File: src/rtl/run_detect_fsm.sv
// rtl/run_detect_fsm.sv - Moore detector flagging RUN_LEN consecutive equal samples of w
module run_detect_fsm #(
  parameter int RUN_LEN = 2
) (
  input  logic clk,
  input  logic reset,
  input  logic w,
  output logic z
);

  localparam int             CW    = $clog2(RUN_LEN + 1);
  localparam logic [CW-1:0]  C_MAX = CW'(RUN_LEN);

  // Reject unsupported run lengths when the design is elaborated
  generate
    if (RUN_LEN < 2 || RUN_LEN > 16) begin : g_bad_run_len
      $error("run_detect_fsm: RUN_LEN must be in 2..16");
    end
  endgenerate

  // S_IDLE: no history; S_RUN: run shorter than RUN_LEN; S_HIT: run saturated at RUN_LEN
  typedef enum logic [1:0] {
    S_IDLE = 2'd0,
    S_RUN  = 2'd1,
    S_HIT  = 2'd2
  } state_t;

  state_t          r_state;
  state_t          w_state_next;
  logic [CW-1:0]   r_run_cnt;
  logic [CW-1:0]   w_cnt_next;
  logic            r_last_w;

  // State, run counter and previous sample; reset wipes all history
  always_ff @(posedge clk) begin
    if (reset) begin
      r_state   <= S_IDLE;
      r_run_cnt <= '0;
      r_last_w  <= 1'b0;
    end else begin
      r_state   <= w_state_next;
      r_run_cnt <= w_cnt_next;
      r_last_w  <= w;
    end
  end

  // Next-state: restart the run on a differing sample, count up to RUN_LEN, then hold
  always_comb begin
    w_state_next = r_state;
    w_cnt_next   = r_run_cnt;
    case (r_state)
      S_IDLE: begin
        // The zero left in r_last_w by reset is not a real sample
        w_state_next = S_RUN;
        w_cnt_next   = CW'(1);
      end
      S_RUN: begin
        if (w != r_last_w) begin
          w_cnt_next = CW'(1);
        end else begin
          w_cnt_next = r_run_cnt + 1'b1;
          if (w_cnt_next == C_MAX) begin
            w_state_next = S_HIT;
          end
        end
      end
      S_HIT: begin
        if (w != r_last_w) begin
          w_state_next = S_RUN;
          w_cnt_next   = CW'(1);
        end else begin
          w_cnt_next   = C_MAX;
        end
      end
      default: begin
        w_state_next = S_IDLE;
        w_cnt_next   = '0;
      end
    endcase
  end

  // Moore output: decoded from registered state only, never from the live w
  assign z = (r_state == S_HIT);

endmodule

File: config.mk
export PLATFORM = sky130hd
export DESIGN_NAME = run_detect_fsm
export DESIGN_NICKNAME = d
export VERILOG_FILES = /design/src/rtl/run_detect_fsm.sv
export SDC_FILE = /design/constraint.sdc
export NUM_CORES = 1
export LEC_CHECK = 0
export CAP_MARGIN = 0
export CORE_AREA = 8 8 45 47
export DETAILED_ROUTE_END_ITERATION = 12
export DIE_AREA = 0 0 53 55
export PLACE_DENSITY = 0.42
export SLEW_MARGIN = 20
export SYNTH_ARGS = -nofsm -noshare
export SYNTH_HDL_FRONTEND = slang
export SYNTH_SLANG_ARGS = --single-unit
File: constraint.sdc
create_clock -name clk -period 1.02 [get_ports clk]
set_input_delay 0.306 -clock clk [delete_from_list [all_inputs] [get_ports clk]]
set_output_delay 0.306 -clock clk [all_outputs]
set_load 0.05 [all_outputs]
# ---- Word level (Yosys, flattened, before mapping)
# Cells that the tools add are included.
dict set report word_totals {
  out_inout_bits 1
  register_bits 5
  input_bits 3
}
dict set report op_classes {
  n_eq_ne 7
  muxes 7
  addsub 1
  n_reduce_logical 2
}
# cell n
set op_table {}
lappend op_table {{2-bit case mux with 3 select lines} 2}
lappend op_table {{2-bit two-way mux} 5}
lappend op_table {{2-bit == test, second input constant} 2}
lappend op_table {{2-bit != test, second input constant} 2}
lappend op_table {{3-bit AND reduction} 1}
lappend op_table {{2-bit by 1-bit adder with 2-bit output, second input constant} 1}
lappend op_table {{2-bit by 1-bit == test with 1-bit output, second input constant} 1}
lappend op_table {{2-bit logical NOT} 1}
lappend op_table {{2-bit by 1-bit != test with 1-bit output, second input constant} 1}
lappend op_table {{1-bit != test} 1}

# ---- Depth between registers and ports, before layout
# Gate-level depths: netlist of the first run.
dict set report depth {
  depth_word 5
  depth_mapped 5
}

# ---- Least setup slack after synthesis of the first run
# OpenSTA, ideal clock, no wires.
dict set report synth_timing {
  path_type {reg2reg}
  startpoint {reg r_state[1]}
  endpoint {reg r_run_cnt[1]}
  t_required_ns 0.942
  setup_slack_ns -0.413
  path_stages_with_launch 4
  t_arrival_ns 1.355
  setup_ns 0.078
  path_cell_list {dfxtp_1 -> nor2b_1 -> nor2_1 -> nor3_1}
}
dict set report synth_between {
  elab_chain_len 2
  elab_cells_between_ends 4
  cone_classes {2 x eq/ne; 1 x mux; 1 x reduce/logical}
}
# item line_no
set synth_lines {}
lappend synth_lines {{start: declaration} 28} ;# state_t r_state;
lappend synth_lines {{start signal: assignment} 41} ;# r_state <= w_state_next;
lappend synth_lines {{2-bit == test} n/a}
lappend synth_lines {{via z} 8} ;# output logic z
lappend synth_lines {{2-bit case mux with 3 select lines} 51} ;# case (r_state)
lappend synth_lines {{end signal: assignment} 42} ;# r_run_cnt <= w_cnt_next;
lappend synth_lines {{end: declaration} 30} ;# logic [CW-1:0] r_run_cnt;
# The timed path passes the listed nets, and every way through them passes these cells.
# A chain may end at the register's enable or synchronous reset.

# ---- Worst setup path after layout of the first run
dict set report layout_timing {
  startpoint {reg r_state[0]}
  endpoint {out z}
}
dict set report layout_between {
  elab_chain_len 1
}
# item line_no
set layout_lines {}
lappend layout_lines {{2-bit == test} 83} ;# assign z = (r_state == S_HIT);
lappend layout_lines {{end: declaration} 8}
# Every way passes these cells.

==> summary.txt, run 1 <==
Finish
  • Synth-to-Final Area Change: 73.2%
  • Diodes inserted: 0
  • # fillers: 140
  • Final #Nets: 36
  • Share of cells above drive strength 1: 54.8%
  • Post-route cell area: 355 µm²

Power and ir drop
  • Comb power frac: 16.3%
  • Pint: 410 µW
  • Clk pwr share: 41.8%
  • Net Switching: 130 µW
  • Power Density: 1520 nW/µm²
  • Peak VDD IR: 0.000588 V
  • Total power: 540 µW
  • Switching Share: 24.0%
  • Sequential power share: 41.9%
  • Leak: 0.000136 µW

Detailed routing
  • Avg Vias per Cell: 3.91
  • DRT iter0 DRCs: 5
  • Final wirelength: 492 µm
  • ANT nets after route: 0
  • WL per Instance: 10.5 µm
  • Vias: 184
  • DRC violations left: 0
  • DRT Pass-1 Iters: 3

Worst setup path
  • CP Launch Type: flop
  • Slowest cell on crit path: dfxtp_2
  • Crit. End Element: output port
  • Critical path type: flop to output port
  • Worst path cell trace: nor2b_4 > buf_12
  • Critical Path RT: 0.71 ns
  • CP arrival: 0.88 ns
  • R2R cell count: 3
  • Worst path max stage delay: 0.35 ns
  • Critical path peak fanout: 6

Logic synthesis
  • Unique masters post-synth: 12
  • Count leader, synth: dfxtp_1
  • Avg Inst Size Synth: 10.3 µm²
  • Synth cell count leaders: 5 x dfxtp_1, 2 x a311oi_1, 2 x nor2_1, 2 x nor2b_1, 2 x nor3_1
  • Synth area leader: dfxtp_1
  • Yosys warns: 0
  • Post-synth EDFFs: 0
  • Syn Inst Count: 20
  • Synthesized cell area: 205 µm²
  • Flops & latches, synth: 5
  • Synth top area share: 48.8%
  • Synth area leaders: dfxtp_1 49%, a311oi_1 8.5%, ha_1 6.1%
  • Post-Syn Nets: 24
  • Async set-reset flop share out of synthesis: 0%
  • Sequential area share after synthesis: 48.8%
  • Top FF cell, synth: dfxtp_1

Floorplanning
  • Die area: 2920 µm²
  • Core ar.: 1380 µm²
  • Chip height: 55 µm
  • Row cnt: 14
  • Die X: 53 µm
  • Num ports: 4
  • Initial core utilization: 14.8%

Timing
  • Worst slew pin tran: 0.231 ns
  • Worst setup margin: -0.166 ns
  • Hold WS: 0.486 ns
  • Fin. Hold Viols: 0
  • Clock skew: 0.00801 ns
  • Final setup violation count: 1
  • RSZ-0062 raised after global routing: true
  • Final worst-path cycle share: 116%
  • Slew Limit Fails: 0
  • Final worst path period need: 1.19 ns
  • Slew HR: 84.5%
  • TNS Setup: -0.166 ns
  • Fmax: 843 MHz

Global route
  • First-pass GRT wire length: 869 µm
  • Vias in the first global route: 205
  • Gr ovfl total: 0
  • Initial antenna violation count: 0
  • GRT Util Overall: 4.49%
  • Largest net degree at the start of global routing: 7

Placement
  • I/O Buffers: 3
  • Pre-CTS setup slack: -0.467 ns
  • Post-DP Area: 295 µm²
  • GP Congestion: 0.745

Outcome
  • Violated checks: setup timing
  • Status: finished, violations left

Run
  • Max_cap viols: 0

Hold path
  • Hold/Removal Path Class: input port to flop
  • Hold Crit Depth: 2

Clock network
  • Worst-Skew Late Latency: 0.24 ns
  • CTS H-tree depth: 1
  • Clk sinks: 5
  • CTS tree: done
  • CTS clock-pin slew for the worst setup and hold paths: 0.05 ns
  • Root Buffer: clkbuf_4
  • Hold Buf Count CTS: 0
  • CTS Buf Count: 3
  • CTS max path bufs: 2
==> layout make-up <==
class	instances	area [µm²]	share of cell area [%]
tap	16	20.0	5.63
sequential	5	105	29.6
timing repair buffer	7	68.8	19.4
clock buffer	4	26.3	7.39
inverter	1	3.75	1.06
multi-input combinational	14	131	37.0
==> routing by layer <==
| metal | GRT usage, % | up-vias | wire length [µm] |
|---|---|---|---|
| met2 | 6.45 | 6 | 243 |
| met5 | 0 | - | 0 |
| li1 | - | 94 | - |
| met3 | 3.74 | 0 | 46 |
| met1 | 3.97 | 84 | 202 |
| met4 | 3.88 | 0 | 0 |
==> critical path, delay by kind of cell, from the launching register on <==
kind | cells | cell delay, ns
buf+inv | 1 | 0.15
flops | 1 | 0.35
simple gates | 1 | 0.15
==> repair_timing <==
item,CTS,global route
hold endpoints to repair,0,0
setup buffers,1,0
endpoints found under the setup margin,4,4
resized for setup,7,2
pin swaps,3,1
==> cells by family after synthesis <==
kind of cell    after synthesis  synth area share [%]
simple gates                  8                  22.6
flops                         5                  48.8
compound gates                3                  12.2
xor+xnor                      2                  8.54
buf+inv                       1                  1.83
fa+ha+maj                     1                  6.10
==> stage by stage <==
step	cells	util (%)
after floorplan	20	-
after global placement	42	21.3
after detailed placement	42	21.3
after CTS	47	25.2
after global routing	47	25.7
final	47	25.7
==> sequential cells by signal, summed over array words and instances (netlist names) <==
signal / count
r_last_w: 1
r_run_cnt: 2
r_state: 2
==> power by group through the flow <==
| stage | sequential, µW | clock [µW] | combinational (µW) |
|---|---|---|---|
| finish | 226 | 226 | 87.8 |
| floorplan | 223 | 0 | 37.6 |
| CTS | 225 | 237 | 84.0 |
| global placement | 224 | 0 | 72.8 |
| global route | 227 | 253 | 97.3 |
| detailed placement | 224 | 0 | 74.7 |
==> path summary, 6_finish.rpt <==
kind | to | slack (ns) | start
setup reg to reg | r_state[0] | 0.03 | r_last_w
hold reg to reg | r_run_cnt[0] | 0.53 | r_state[0]
hold / removal | r_last_w | 0.49 | w
setup / recovery | z | -0.17 | r_state[0]
==> layout by cell type, fill, tap and decap left out <==
master / Yosys / final
nor2b_1: 2 / 1
nor3_1: 2 / 1
nor2_1: 2 / 2
o21a_1: 1 / 1
and3b_1: 1 / 1
dfxtp_1: 5 / 1
nor3b_2: 0 / 1
xnor2_1: 1 / 1
inv_2: 0 / 1
a311oi_1: 2 / 2
dfxtp_2: 0 / 4
buf_4: 0 / 4
clkbuf_1: 0 / 1
clkbuf_4: 0 / 3
nor2b_4: 0 / 1
xor2_1: 1 / 1
ha_4: 0 / 1
clkdlybuf4s50_1: 0 / 1
nor3_2: 0 / 1
buf_12: 0 / 1
dlygate4sd2_1: 0 / 1
Note: power is estimated with default switching activity, not from simulation.
==> run 2: changes to the inputs <==
GPL_TIMING_DRIVEN = 0   (was not set)
RECOVER_POWER = 25   (was not set)
==> summary.txt, run 2 (synthesis gave the netlist of run 1 again) <==
Finish
  • Post-route cell area: 370 µm² (+4.2%)
  • Final #Nets: 37 (+2.8%)
  • Final core utilization: 26.8% (+1.1 points)
  • Synth-to-Final Area Change: 80.5%
  • Most common cell after layout, fill and taps aside: buf_4
  • Share of cells above drive strength 1: 59.4% (+4.5 points)
  • Most frequent cells in the layout: 5 x buf_4, 3 x clkbuf_4
  • Diodes inserted: 0 (unchanged)
  • Leading registers by flop count: r_run_cnt (2), r_state (2), r_last_w (1)

Detailed routing
  • DRT iter0 DRCs: 1 (-4)
  • DRT Pass-1 Iters: 4 (+1)
  • Final wirelength: 463 µm (-5.9%)
  • Avg Vias per Cell: 3.81 (-2.6%)
  • DRC violations left: 0 (unchanged)
  • Vias: 183 (-0.54%)
  • ANT nets after route: 0 (unchanged)
  • WL per Instance: 9.65 µm (-7.9%)

Global route
  • Vias in the first global route: 208 (+1.5%)
  • GR peak layer: met2
  • Largest net degree at the start of global routing: 6 (-1)
  • Met1 Use GR: 4.27% (+0.30 points)
  • GRT Util Overall: 4.27% (-0.22 points)
  • Initial antenna violation count: 0 (unchanged)
  • First-pass GRT wire length: 828 µm (-4.7%)
  • GRT met3 Usage: 3.48% (-0.27 points)
  • Gr ovfl total: 0 (unchanged)
  • Global Route met2 Usage: 5.47% (-0.98 points)

Placement
  • Final HPWL DP: 292 µm
  • GP Congestion: 0.734 (-1.4%)
  • I/O Buffers: 3 (unchanged)
  • Post-DP Area: 263 µm² (-11%)

Worst setup path
  • Crit. End Element: output port
  • Critical path peak fanout: 2 (-4)
  • Critical Path RT: 0.71 ns (about the same)
  • R2R cell count: 3 (unchanged)
  • R2r setup slk: 0.02 ns (about the same)
  • CP arrival: 0.86 ns (-0.02 ns)
  • Critical path type: flop to output port
  • CP Launch Type: flop

Floorplanning
  • Die X: 53 µm (unchanged)
  • Num ports: 4 (unchanged)
  • Initial core utilization: 14.8% (unchanged)
  • Row cnt: 14 (unchanged)
  • Core ar.: 1380 µm² (unchanged)
  • Die area: 2920 µm² (unchanged)
  • Chip height: 55 µm (unchanged)

Timing
  • Fmax: 859 MHz (+1.9%)
  • TNS Setup: -0.225 ns (-0.0593 ns)
  • Hold WS: 0.374 ns (-0.111 ns)
  • Worst setup margin: -0.144 ns (+0.0219 ns)
  • Slew Limit Fails: 0 (unchanged)
  • Fin. Hold Viols: 0 (unchanged)
  • RSZ-0062 raised after global routing: true
  • Final worst-path cycle share: 114% (-2.1 points)
  • Worst slew pin tran: 0.225 ns (-0.00576 ns)
  • Clock skew: 0.00157 ns (-0.00644 ns)
  • Final worst path period need: 1.16 ns (-0.0219 ns)
  • Slew HR: 85.0% (+0.44 points)
  • Final setup violation count: 3 (+2)

Clock network
  • CTS tree: done
  • CTS clock-pin slew for the worst setup and hold paths: 0.04 ns (about the same)
  • Clk sinks: 5 (unchanged)
  • CTS max path bufs: 2 (unchanged)
  • Hold Buf Count CTS: 0 (unchanged)
  • Root Buffer: clkbuf_4
  • CTS H-tree depth: 1 (unchanged)
  • CTS Buf Count: 3 (unchanged)
  • Worst-Skew Late Latency: 0.23 ns (about the same)

Hold path
  • Hold/Removal Path Class: input port to flop
  • Hold Crit Depth: 2 (unchanged)

Outcome
  • Violated checks: setup timing
  • Status: finished, violations left

Power and ir drop
  • Power Density: 1450 nW/µm² (-4.4%)
  • Peak VDD IR: 0.000571 V (-2.9%)
  • Total power: 538 µW (-0.38%)
  • Leak: 0.000145 µW (+7.2%)

Run
  • Max_cap viols: 0 (unchanged)
run 2: cell count changes in the layout (fill, tap and decap cells not counted), sizes merged:
| cell | previous run | this run |
|---|---|---|
| dlygate4sd3 | 0 | 1 |
| clkdlybuf4s50 | 1 | 0 |
| dlygate4sd2 | 1 | 0 |
| clkbuf | 4 | 5 |
| buf | 5 | 6 |
run 2: power breakdown:
group          switching, µW  internal, µW  leakage, µW
clock                   70.3           147    0.0000150
combinational           42.3          54.8    0.0000880
sequential              12.1           211    0.0000424
total                    125           413     0.000145
run 2: critical path: stages (launching register included):
cell and delay (ns):
dfxtp_2 0.32, nor2b_4 0.15, buf_8 0.15
run 2: area by class of cell:
type	count	area, µm²
fillers	144	1010
clock buffers	4	26.3
flip-flops and latches	5	106
repair buffers	8	67.6
inverters	1	3.75
multi-input cells	14	146
well taps	16	20.0
run 2: worst paths after layout:
kind / start / to
max: r_state[1] / z
min reg2reg: r_run_cnt[0] / r_run_cnt[0]
min: w / r_last_w
max reg2reg: r_state[0] / r_state[0]
run 2: layer usage:
metal / routed length, µm / share of wire [%] / up-vias
met5: 0 / 0 / -
met4: 0 / 0 / 0
met3: 33 / 7.1 / 0
met2: 217 / 47 / 4
met1: 211 / 46 / 84
li1: - / - / 95
run 2: what timing repair did:
action                     4_1_cts  5_1_grt
hold endpoints to repair         0        0
pin swaps                        3        0
setup buffers                    4        1
gates resized for setup         16        5
setup endpoints to repair        4        5
run 2: per-stage QoR:
stage / cells / worst slack (ns)
finish: 48 / -0.144
global route: 48 / -0.185
CTS: 47 / -0.158
detailed placement: 39 / -0.626
global placement: 39 / -0.626
floorplan: 20 / 0.0323
==> run 3: changes to the inputs <==
ABC_AREA = 1   (was not set)
PLACE_DENSITY = 0.46   (was 0.42)
==> summary.txt, run 3 <==
Outcome
  • Status: finished, violations left
  • Violated checks: setup timing

Placement
  • Cells after DPL: 49 (+26%)
  • I/O Buffers: 3 (unchanged)
  • Final HPWL DP: 348 µm (+19%)
  • GP Congestion: 0.722 (-1.7%)

Timing
  • Final worst-path cycle share: 119% (+4.7 points)
  • Slew Limit Fails: 0 (unchanged)
  • RSZ-0062 raised after global routing: true
  • Worst slew pin tran: 0.262 ns (+0.0369 ns)
  • TNS Setup: -0.192 ns (+0.0331 ns)
  • Clock skew: 0.00548 ns (+0.00391 ns)
  • Slew HR: 82.5% (-2.5 points)
  • Final worst path period need: 1.21 ns (+0.0481 ns)
  • Final setup violation count: 1 (-2)
  • Worst setup margin: -0.192 ns (-0.0481 ns)
  • Fin. Hold Viols: 0 (unchanged)
  • Fmax: 825 MHz (-4.0%)

Clock network
  • CTS clock-pin slew for the worst setup and hold paths: 0.05 ns (about the same)
  • CTS Buf Count: 3 (unchanged)
  • Clk sinks: 5 (unchanged)
  • CTS tree: done
  • Hold Buf Count CTS: 0 (unchanged)
  • Root Buffer: clkbuf_4
  • CTS max path bufs: 2 (unchanged)
  • CTS H-tree depth: 1 (unchanged)
  • Worst-Skew Late Latency: 0.25 ns (+0.02 ns)

Finish
  • Leading registers by flop count: r_run_cnt (2), r_state (2), r_last_w (1)
  • Non-Filler Instances: 57 (+19%)
  • Final #Nets: 46 (+24%)
  • Synth-to-Final Area Change: 48.3%
  • Most frequent cells in the layout: 4 x nand2_2, 4 x buf_4
  • Final core utilization: 27.2% (+0.45 points)
  • Diodes inserted: 0 (unchanged)
  • Share of cells above drive strength 1: 58.5% (-0.84 points)

Worst setup path
  • Slowest cell on crit path: dfxtp_2
  • Worst path cell trace: inv_2 > nand2_4 > clkinvlp_4 > buf_8
  • Worst path max stage delay: 0.33 ns (about the same)
  • Critical Path RT: 0.71 ns (about the same)
  • CP Launch Type: flop
  • Critical path peak fanout: 2 (unchanged)
  • Critical path type: flop to output port
  • CP arrival: 0.91 ns (+0.05 ns)
  • Crit. End Element: output port

Power and ir drop
  • Switching Share: 26.8% (+3.6 points)
  • Comb power frac: 17.6% (-0.5 points)
  • Peak VDD IR: 0.000669 V (+17%)
  • Net Switching: 148 µW (+19%)
  • Power Density: 1470 nW/µm² (+1.2%)
  • Sequential power share: 39.6% (-1.9 points)
  • Clk pwr share: 42.8% (+2.3 points)
  • Pint: 405 µW (-1.9%)
  • Leak: 0.000167 µW (+15%)

Detailed routing
  • Final wirelength: 503 µm (+8.6%)
  • DRT Pass-1 Iters: 4 (unchanged)
  • ANT nets after route: 0 (unchanged)
  • WL per Instance: 8.82 µm (-8.5%)
  • DRT iter0 DRCs: 2 (+1)
  • DRC violations left: 0 (unchanged)
  • Vias: 231 (+26%)
  • Avg Vias per Cell: 4.05 (+6.3%)

Floorplanning
  • Row cnt: 14 (unchanged)
  • Die area: 2920 µm² (unchanged)
  • Die X: 53 µm (unchanged)
  • Core ar.: 1380 µm² (unchanged)
  • Initial core utilization: 18.4% (+3.5 points)
  • Num ports: 4 (unchanged)
  • Chip height: 55 µm (unchanged)

Global route
  • Initial antenna violation count: 0 (unchanged)
  • Gr ovfl total: 0 (unchanged)
  • Largest net degree at the start of global routing: 6 (unchanged)
  • First-pass GRT wire length: 986 µm (+19%)
  • GR peak layer: met2
  • Global Route met2 Usage: 6.05% (+0.59 points)
  • GRT met3 Usage: 4.01% (+0.53 points)
  • GRT Util Overall: 4.92% (+0.65 points)
  • Vias in the first global route: 222 (+6.7%)
  • Met1 Use GR: 5.33% (+1.1 points)

Logic synthesis
  • Post-synth EDFFs: 0 (unchanged)
  • Top FF cell, synth: dfxtp_1
  • Synthesized cell area: 254 µm² (+24%)
  • Synth area leader: dfxtp_1
  • Synth top area share: 39.4% (-9.4 points)
  • Post-Syn Nets: 34 (+42%)
  • Sequential area share after synthesis: 39.4% (-9.4 points)
  • Avg Inst Size Synth: 8.47 µm² (-17%)
  • Synth area leaders: dfxtp_1 39%, nand2_2 12%, inv_1 7.4%
  • Syn Inst Count: 30 (+50%)
  • Unique masters post-synth: 13 (+1)
  • Flops & latches, synth: 5 (unchanged)
  • Yosys warns: 0 (unchanged)
  • Synth cell count leaders: 5 x dfxtp_1, 5 x inv_1, 5 x nand2_2, 3 x nand2_1, 3 x nand3_1
  • Async set-reset flop share out of synthesis: 0% (unchanged)

Hold path
  • Hold/Removal Path Class: input port to flop

Run
  • Max_cap viols: 0 (unchanged)
==> run 3: power by group through the flow <==
stage          Clock [µW]  Combinational [µW]  Sequential [µW]
2_1_floorplan           0                59.8              220
3_3_place_gp            0                82.1              222
3_5_place_dp            0                81.2              222
4_1_cts               247                93.4              218
5_1_grt               262                 112              220
6_report              237                97.4              219
==> run 3: cell families (layout without fill, tap and decap cells) <==
family | count (synthesis) | after routing | share of synthesized area [%]
buffers and inverters | 6 | 17 | 8.87
adder cells (fa/ha/maj) | 1 | 1 | 4.93
AO/OA/AOI/OAI | 4 | 4 | 13.8
flip-flops | 5 | 5 | 39.4
AND/OR/NAND/NOR | 14 | 14 | 33.0
==> run 3: final timing paths <==
path,from,endpoint,slack (ns),depth (start not counted)
hold / removal,w,r_last_w,0.47,3
setup reg to reg,r_run_cnt[1],r_run_cnt[1],0.08,4
setup / recovery,r_state[0],z,-0.19,4
hold reg to reg,r_run_cnt[0],r_run_cnt[0],0.58,3
==> run 3: area by class of cell <==
cell class,count,area [µm²]
multi-input combinational,19,136
inverter,6,26.3
tap,16,20.0
fill,149,1010
timing repair buffer,7,63.8
clock buffer,4,26.3
sequential,5,104
==> run 3: what timing repair did <==
item / CTS / global route
setup endpoints to repair: 3 / 2
setup buffers: 3 / 1
gates resized for setup: 11 / 1
endpoints found under the hold margin: 0 / 0
pin swaps: 2 / 0
==> run 3: per-layer routing <==
metal / vias up / part of all wire (%) / wire, µm
met5: - / 0 / 0
met4: 0 / 1.8 / 9
met3: 3 / 9.1 / 46
met2: 7 / 40 / 203
met1: 104 / 48 / 243
li1: 117 / - / -
==> run 3: through the flow <==
step | setup WS, ns | instance area (µm²) | hold slack, ns | power, µW
2_1_floorplan | 0.0201 | 263 | 0.368 | 280
3_3_place_gp | -0.644 | 313 | 0.526 | 304
3_5_place_dp | -0.646 | 313 | 0.519 | 303
4_1_cts | -0.205 | 368 | 0.467 | 558
5_1_grt | -0.233 | 377 | 0.510 | 594
6_report | -0.192 | 377 | 0.466 | 553
==> run 3: critical path: cells and delay by family, from the launching register on <==
kind	cells	cell delay, ns
flops	1	0.33
buf+inv	3	0.28
simple gates	1	0.06
==> RTL edit (config.mk and constraints of run 1) <==
Put a register stage on the output `z`, with the module's reset. The value now appears one clock later.
--- a/src/rtl/run_detect_fsm.sv
+++ b/src/rtl/run_detect_fsm.sv
@@ -81,5 +81,11 @@
 
   // Moore output: decoded from registered state only, never from the live w
-  assign z = (r_state == S_HIT);
+  always_ff @(posedge clk) begin
+    if (reset) begin
+      z <= '0;
+    end else begin
+      z <= (r_state == S_HIT);
+    end
+  end
 
 endmodule
Behaviour: not the same (Yosys sat finds a counterexample within 4 cycles, from zero or initial values and one cycle with reset high).
==> RTL edit against run 1 <==
The run still ends with negative setup slack left; worst setup slack better by 0.015 ns; area after synthesis is 16% higher; worst hold slack gained 0.093 ns; total power is 5.7% higher; sequential cell count increased by 1; final area grew 1.4%; die area stayed put; routed wire length increased by 6.9%; critical endpoint is now r_run_cnt[1]$_SDFF_PP0_; largest power group unchanged.
==> RTL edit: results (changes against run 1) <==
| Metric | Value |
|---|---|
| Status | finished, violations left |
| Failing checks | negative setup slack |
| Reg clk slew, reported paths | 0.05 ns (about the same) |
| Leakage Power | 0.1371 nW (+1.1%) |
| Post-synthesis mux area share | 0% (unchanged) |
| Pwr/cell area | 1583 nW/µm² (+4.3%) |
| Number of global-route vias before repair | 233 (+14%) |
| NumNets Final | 37 (+2.8%) |
| Dominant cells by area after synthesis | dfxtp_1, a211oi_2, and3_1 |
| First-pass iteration count of the detailed router | 2 (-1) |
| First DRT Iteration DRCs | 1 (-4) |
| Sequential area share after synthesis | 50.53% (+1.7 points) |
| Mean Syn Cell Area | 10.34 µm² (+0.74%) |
| Post-CTS Setup Repair Bufs | 0 (-1) |
| Seq. pwr | 267 µW (+18%) |
| Compound-Gate Fraction of Synth Area | 10.53% (-1.7 points) |
| Dpl ws | -0.4213 ns (+0.04577 ns) |
| Hold Path Class | reg -> reg |
| Most common library cells after synthesis | dfxtp_1, and3_1, nand3_1 |
| Critical path arrival | 1.34 ns (+0.46 ns) |
| Final setup fails | 1 (unchanged) |
| Setup ws final | -0.1508 ns (+0.01489 ns) |
| Yosys cell types | 16 (+4) |
| Clk_lat worst skew | 0.25 ns |
| CP max FO | 2 (-4) |
| Via count | 205 (+11%) |
| Max incr delay on CP | 0.37 ns (+0.02 ns) |
| Routed wire per std cell | 11.19 µm (+6.9%) |
| Inst Count DP | 44 (+4.8%) |
| GRT Util Overall | 4.585% (+0.097 points) |
| Post-Synth XOR/XNOR Area | 7.368% (-1.2 points) |
| Crit-path slowest cell | or3b_4 |
| Max_cap viols | 0 (unchanged) |
| First-pass GRT wire length | 862 µm (-0.81%) |
| Slew @ Worst Pin | 0.1982 ns (-0.03250 ns) |
| Biggest regs | r_run_cnt (2), r_state (2) |
| Clk_skew | 0.002055 ns (-0.005958 ns) |
| Worst vdd rail ir drop | 0.5516 mV (-6.1%) |
| Routability cong. | 0.6778 (-9.0%) |
| Post-Synth Adder-Cell Area | 5.263% (-0.83 points) |
| Syn nets | 27 (+13%) |
| Clock group share of total power | 39.5% (-2.3 points) |
| Net Sw Power | 139.4 µW (+7.5%) |
| Area Overhead vs Synth | 51.58% |
| Layout cells sized above 1 | 45.16% (-9.7 points) |
RTL edit: layer usage:
| metal | GRT usage, % | routed length [µm] |
|---|---|---|
| met5 | 0 | 0 |
| met4 | 7.759 | 34 |
| met3 | 1.604 | 23 |
| met2 | 8.398 | 306 |
| met1 | 2.576 | 162 |
RTL edit: what timing repair did:
action,in CTS,in global routing
hold endpoints to repair,0,0
hold buffers,0,0
endpoints found under the setup margin,5,2
pin swaps,2,0
resized for setup,3,5
RTL edit: final cells by class:
type | count | area [µm²]
Clock buffer | 3 | 22.52
Fill cell | 148 | 1023
Inverter | 1 | 3.754
Multi-Input combinational cell | 16 | 136.4
Sequential cell | 6 | 123.9
Tap cell | 16 | 20.02
Timing Repair Buffer | 5 | 53.80
RTL edit: through the flow:
stage	cell area [µm²]	hold slack, ns	TNS [ns]
after floorplan	237.7	0.3776	-0.1589
after global placement	312.8	0.5343	-1.595
after detailed placement	312.8	0.5454	-1.648
after CTS	342.8	0.5620	-0.2109
after global routing	360.3	0.6118	-0.1903
final	360.3	0.5784	-0.1508
RTL edit: final timing paths:
kind,start,endpoint,slack (ns),depth (start not counted)
worst max-delay path,r_run_cnt[0]$_SDFF_PP0_,r_run_cnt[1]$_SDFF_PP0_,-0.15,3
worst min-delay path,r_run_cnt[0]$_SDFF_PP0_,r_run_cnt[0]$_SDFF_PP0_,0.58,2
worst max register to register,r_run_cnt[0]$_SDFF_PP0_,r_run_cnt[1]$_SDFF_PP0_,-0.15,3
worst min register to register,r_run_cnt[0]$_SDFF_PP0_,r_run_cnt[0]$_SDFF_PP0_,0.58,2
RTL edit: worst max-delay path, delay by kind of cell (launching register included):
kind	cells	cell delay, ns
flip-flops	1	0.33
AND/OR/NAND/NOR	1	0.37
adder cells (fa/ha/maj)	1	0.22
AO/OA/AOI/OAI	1	0.17
